$ cat config.mk
export PLATFORM = sky130hd
export DESIGN_NAME = mem_sequencer
export DESIGN_NICKNAME = d
export VERILOG_FILES = /design/src/rtl/mem_pkg.sv /design/src/rtl/wait_counter.sv /design/src/rtl/mem_sequencer.sv
export SDC_FILE = /design/constraint.sdc
export NUM_CORES = 1
export LEC_CHECK = 0
export ABC_AREA = 1
export BUFFER_PORTS_ARGS = -buffer_cell sky130_fd_sc_hd__clkbuf_2
export CAP_MARGIN = 20
export CORE_ASPECT_RATIO = 1.2
export CORE_MARGIN = 2
export CORE_UTILIZATION = 25
export CTS_BUF_LIST = sky130_fd_sc_hd__clkbuf_16
export CTS_CLUSTER_SIZE = 25
export DETAILED_ROUTE_END_ITERATION = 10
export GPL_ROUTABILITY_DRIVEN = 0
export GPL_TIMING_DRIVEN = 0
export SYNTH_ARGS = -nofsm -noshare
export SYNTH_HDL_FRONTEND = slang
export SYNTH_SLANG_ARGS = --single-unit
$ cat constraint.sdc
create_clock -name Clk -period 3.1 [get_ports Clk]
set_input_delay 0.62 -clock Clk [delete_from_list [all_inputs] [get_ports Clk]]
set_output_delay 0.62 -clock Clk [all_outputs]
set_load 0.005 [all_outputs]
$ cat src/rtl/mem_pkg.sv
// Shared types and constants for the asynchronous SRAM sequencer.
// Holds the FSM state encoding and the idle value of the active-low strobe group.
package mem_pkg;

  typedef enum logic [1:0] {
    ST_IDLE    = 2'd0,
    ST_SETUP   = 2'd1,
    ST_ACCESS  = 2'd2,
    ST_RECOVER = 2'd3
  } state_t;

  typedef struct packed {
    logic ce;
    logic ub;
    logic lb;
    logic oe;
    logic we;
  } strobes_t;

  // All strobes are active-low, so the inactive group is all ones.
  localparam strobes_t STROBES_IDLE = '{ce: 1'b1, ub: 1'b1, lb: 1'b1, oe: 1'b1, we: 1'b1};

  localparam int CNT_W = 4;

  // Address and byte lanes are presented to the memory in SETUP and ACCESS.
  function automatic logic is_bus_phase(input state_t s);
    return (s == ST_SETUP) || (s == ST_ACCESS);
  endfunction

endpackage

$ cat src/rtl/wait_counter.sv
// Loadable down-counter that times the ACCESS phase.
// The zero flag marks the last cycle of the wait window.
module wait_counter #(
  parameter int CNT_W = 4
) (
  input  logic             clk,
  input  logic             rst,
  input  logic             load,
  input  logic [CNT_W-1:0] load_value,
  input  logic             count_down,
  output logic             zero
);

  logic [CNT_W-1:0] count_reg;
  logic [CNT_W-1:0] count_next;

  always_comb begin
    count_next = count_reg;
    if (load) begin
      count_next = load_value;
    end else if (count_down && (count_reg != '0)) begin
      count_next = count_reg - 1'b1;
    end
  end

  always_ff @(posedge clk or posedge rst) begin
    if (rst) begin
      count_reg <= '0;
    end else begin
      count_reg <= count_next;
    end
  end

  assign zero = (count_reg == '0);

endmodule

$ cat src/rtl/mem_sequencer.sv
// Single-access sequencer for an asynchronous 16-bit SRAM: IDLE/SETUP/ACCESS/RECOVER.
// All memory-facing outputs are registered so reset and state changes never glitch a strobe low.
module mem_sequencer
  import mem_pkg::*;
#(
  parameter int ADDR_W      = 20,
  parameter int DATA_W      = 16,
  parameter int WAIT_CYCLES = 2
) (
  input  logic              Clk,
  input  logic              Reset,
  input  logic              req,
  input  logic              we,
  input  logic [1:0]        byte_en,
  input  logic [ADDR_W-1:0] addr,
  input  logic [DATA_W-1:0] wdata,
  output logic [DATA_W-1:0] rdata,
  output logic              done,
  output logic              busy,
  output logic [ADDR_W-1:0] A,
  output logic              CE,
  output logic              UB,
  output logic              LB,
  output logic              OE,
  output logic              WE,
  output logic [DATA_W-1:0] Data_out,
  output logic              Data_drive,
  input  logic [DATA_W-1:0] Data_in
);

  localparam int LANE_W = DATA_W / 2;
  localparam logic [CNT_W-1:0] LOAD_VAL = CNT_W'(WAIT_CYCLES - 1);

  state_t state_reg;
  state_t state_next;

  logic              lat_we_reg;
  logic              lat_we_next;
  logic [1:0]        lat_be_reg;
  logic [1:0]        lat_be_next;
  logic [ADDR_W-1:0] lat_addr_reg;
  logic [ADDR_W-1:0] lat_addr_next;
  logic [DATA_W-1:0] lat_wdata_reg;
  logic [DATA_W-1:0] lat_wdata_next;

  strobes_t          strobes_reg;
  strobes_t          strobes_next;
  logic              done_reg;
  logic              done_next;
  logic              busy_reg;
  logic              busy_next;
  logic              drive_reg;
  logic              drive_next;
  logic [DATA_W-1:0] rdata_reg;
  logic [DATA_W-1:0] rdata_next;

  logic accept;
  logic cnt_load;
  logic cnt_down;
  logic cnt_zero;
  logic capture;

  assign accept   = (state_reg == ST_IDLE) && req;
  assign cnt_load = (state_reg == ST_SETUP);
  assign cnt_down = (state_reg == ST_ACCESS);

  wait_counter #(
    .CNT_W(CNT_W)
  ) u_wait_counter (
    .clk       (Clk),
    .rst       (Reset),
    .load      (cnt_load),
    .load_value(LOAD_VAL),
    .count_down(cnt_down),
    .zero      (cnt_zero)
  );

  // State and registered outputs.
  always_ff @(posedge Clk or posedge Reset) begin
    if (Reset) begin
      state_reg     <= ST_IDLE;
      lat_we_reg    <= 1'b0;
      lat_be_reg    <= 2'b00;
      lat_addr_reg  <= '0;
      lat_wdata_reg <= '0;
      strobes_reg   <= STROBES_IDLE;
      done_reg      <= 1'b0;
      busy_reg      <= 1'b0;
      drive_reg     <= 1'b0;
      rdata_reg     <= '0;
    end else begin
      state_reg     <= state_next;
      lat_we_reg    <= lat_we_next;
      lat_be_reg    <= lat_be_next;
      lat_addr_reg  <= lat_addr_next;
      lat_wdata_reg <= lat_wdata_next;
      strobes_reg   <= strobes_next;
      done_reg      <= done_next;
      busy_reg      <= busy_next;
      drive_reg     <= drive_next;
      rdata_reg     <= rdata_next;
    end
  end

  // Next-state and request latching; req is only looked at in IDLE.
  always_comb begin
    state_next     = state_reg;
    lat_we_next    = lat_we_reg;
    lat_be_next    = lat_be_reg;
    lat_addr_next  = lat_addr_reg;
    lat_wdata_next = lat_wdata_reg;
    case (state_reg)
      ST_IDLE:    if (req) state_next = ST_SETUP;
      ST_SETUP:   state_next = ST_ACCESS;
      ST_ACCESS:  if (cnt_zero) state_next = ST_RECOVER;
      ST_RECOVER: state_next = ST_IDLE;
      default:    state_next = ST_IDLE;
    endcase
    if (accept) begin
      lat_we_next    = we;
      lat_be_next    = byte_en;
      lat_addr_next  = addr;
      lat_wdata_next = wdata;
    end
  end

  // Outputs are decoded from the state being entered, then registered.
  always_comb begin
    logic live;
    logic active;
    live         = (state_next != ST_IDLE);
    active       = |lat_be_next;
    strobes_next = STROBES_IDLE;
    done_next    = (state_next == ST_RECOVER);
    busy_next    = live;
    drive_next   = live && active && lat_we_next;
    if (live && active) begin
      strobes_next.ce = 1'b0;
      if (is_bus_phase(state_next)) begin
        strobes_next.ub = ~lat_be_next[1];
        strobes_next.lb = ~lat_be_next[0];
        strobes_next.oe = lat_we_next;
      end
      if (lat_we_next && (state_next == ST_ACCESS)) begin
        strobes_next.we = 1'b0;
      end
    end
  end

  // Read data is taken on the edge that closes the final ACCESS cycle, lane by lane.
  assign capture = (state_reg == ST_ACCESS) && cnt_zero && !lat_we_reg;

  genvar gi;
  generate
    for (gi = 0; gi < 2; gi++) begin : g_lane
      assign rdata_next[gi*LANE_W +: LANE_W] = (capture && lat_be_reg[gi])
                                             ? Data_in[gi*LANE_W +: LANE_W]
                                             : rdata_reg[gi*LANE_W +: LANE_W];
    end
  endgenerate

  assign rdata      = rdata_reg;
  assign done       = done_reg;
  assign busy       = busy_reg;
  assign A          = lat_addr_reg;
  assign Data_out   = lat_wdata_reg;
  assign Data_drive = drive_reg;
  assign CE         = strobes_reg.ce;
  assign UB         = strobes_reg.ub;
  assign LB         = strobes_reg.lb;
  assign OE         = strobes_reg.oe;
  assign WE         = strobes_reg.we;

endmodule

==> metrics.cfg <==
[timing]
finClkSkew_ns = 0.00600
hold_viol = 0
timing.final.crit_period_ns = 1.81
slew_viol_final = 0
slew_headroom_pct = 44.6
setup_violations = 0
tightest_slew_ns = 0.831
fmax_ghz = 0.554
finalCritPeriodShare_pct = 58.3
rsz0062_at_grt = false

[critical_path]
crit_path_start_kind = flip-flop
path_buf_inv = 3
arrival_ns = 2.06
critPathMaxFanout = 6
cpPeakStageDelay_ns = 0.37
worst_path_max_delay_cell = dfrtp_1
critical_path.cell_chain = inv_1, ha_1, nand2_2, nand2_1, nand3_1, o21ai_0, inv_1, ha_1, inv_1, nand2_1, nor2_1
path_delay_family = adder cells
worstSetupEndpointType = flip-flop
criticalPathCategory = flip-flop to flip-flop
critPathRequiredTime_ns = 3.36
crit_top_cell = inv_1

[worst_hold_path]
hold_class = input port to asynchronous set/reset pin

[power_and_ir_drop]
pwr-share-clk_pct = 23.3
ir_drop_v = 0.000342
p_int_mw = 2.77
power_frac_comb_pct = 37.9
powerDensity_nw_per_um2 = 1050
p_switching_mw = 1.37
switching_share_pct = 33.0
p_leak_nw = 2.05
p_seq_share_pct = 38.8

[flow_run]
max-cap-violations = 0

[cts]
cts.hold.buffers_added = 0
cts_setup_buffers = 0
ctsLongestPathBuffers = 2
ctsResizeCount = 0
cts_root_buf = clkbuf_16
cts.sinks = 69
clkLatencyLatePin_ns = 0.33
path_clk_slew_ns = 0.06
htree_levels = 3
numCtsBuffers = 9
cts_tree = yes

[routing]
ant_nets = 0
drc_errors = 0
drt_iter0_markers = 49
wire_per_inst_um = 11.7
wl_mm = 6.04
via_per_inst = 3.93
dr.pass1.iters = 4
vias = 2037

[logic_synthesis]
async_reset_ff_share_pct = 100
synth_top_area_cell = dfrtp_1
ys_ff_latch = 69
syn_inst = 231
synthFlopType = dfrtp_1
synth_nets = 298
synth-edff-count = 0
syn-cell-area_um2 = 2870
yosysSeqAreaShare_pct = 60.4
synthTopCellsByCount = dfrtp_1 (64), mux2_2 (36), inv_1 (34)
synth.top_cells.by_area = dfrtp_1 (56%), mux2_2 (14%), o21ai_2 (4.9%)
postSynthAreaPerCell_um2 = 12.4
synth_top_area_share_pct = 55.8
synth.most_common_cell = dfrtp_1
yosys_warnings = 0
ys_types = 20

[floorplanning]
initial_core_util_pct = 25.9
die_w_um = 102
rows = 42
die_area_um2 = 12400
core_area_um2 = 11100
die_y_um = 121
io_pins = 118

[global_route]
grt_pass1_vias = 2031
grt_overflow = 0
antenna_found_initial = 0
grt_max_degree = 70
grtUsageTotal_pct = 10.2
grt_pass1_wl_mm = 9.53

[layout]
fin_nets = 426
nFillCells = 1129
largest_register_ffs = 20
syn_to_final_growth_pct = 37.1
final_cells = 518
n_antenna_cell = 0
drive_above_1_share_pct = 55.5
fin_area_um2 = 3930

[place]
dpl.cell_count = 502
portBuffers = 117
postPlaceCellArea_um2 = 3650
hpwl_mm = 4.60

[status]
status = completed

## worst reg2reg max path, stage by stage, from the launching register on
cell     delay (ns)
dfrtp_1        0.37
inv_1          0.13
ha_1           0.21
nand2_2        0.10
nand2_1        0.07
nand3_1        0.05
o21ai_0        0.14
inv_1          0.12
ha_1           0.21
inv_1          0.15
nand2_1        0.10
nor2_1         0.09
## area by class of cell
type	instances	area, µm²	area share [%]
flip-flops and latches	69	1730	44.1
multi-input cells	121	953	24.2
repair buffers	117	586	14.9
clock buffers	9	225	5.73
well taps	154	193	4.90
inverters	35	136	3.47
clock inverters	7	57.6	1.46
plain buffers	6	48.8	1.24
## kinds of logic after synthesis
kind of cell	Yosys count	share of synthesized area (%)
simple gates	53	8.94
mux	36	14.1
compound gates	22	5.93
flops	69	60.4
xor+xnor	1	0.305
buf+inv	41	6.37
fa+ha+maj	9	3.93
## stage by stage
stage / setup TNS (ns) / setup WS [ns] / hold WS [ns] / utilization [%] / power [mW]
finish: 0 / 1.29 / 0.451 / 35.5 / 4.14
global route: 0 / 1.10 / 0.504 / 35.5 / 4.48
CTS: 0 / 1.27 / 0.486 / 35.5 / 4.23
detailed placement: 0 / 1.30 / 0.473 / 32.9 / 3.23
global placement: -4.05 / -0.0677 / 0.467 / 32.9 / 3.16
floorplan: 0 / 0.748 / 0.479 / - / 2.57
## worst paths after layout
kind | to | slack, ns | start | cells past startpoint
setup / recovery | Data_drive | 1.29 | u_wait_counter.count_reg[0] | 11
hold / removal | Data_out[7] | 0.45 | Reset | 2
setup reg to reg | Data_drive | 1.29 | u_wait_counter.count_reg[0] | 11
hold reg to reg | rdata[2] | 0.48 | rdata[2] | 2
max in group asynchronous | u_wait_counter.count_reg[0] | 2.11 | Reset | 2
min in group Clk | rdata[2] | 0.48 | rdata[2] | 2
## power by group through the flow
stage               clock network, mW  logic (mW)  registers, mW
CTS                              1.00        1.61           1.61
floorplan                           0       0.933           1.63
global placement                    0        1.56           1.60
finish                          0.965        1.57           1.60
detailed placement                  0        1.61           1.62
global route                     1.04        1.78           1.66
## metal layers
metal	track usage [%]	part of all wire, %
met4	6.08	2.2
met5	0	0
met2	16.2	49
met1	11.7	41
met3	3.57	8.0
## placed cells by master (no fill, tap or decap), drive strengths merged, types with 6 or more instances in the layout
cell    synthesis  final
ha              9      9
inv            35     36
dfrtp          64     64
nor2            6      6
o21ai          21     21
mux2           36     36
nand2          36     36
nand3           8      8
buf             6      6
clkbuf          0    126
Power figures use the tool's default switching activity.
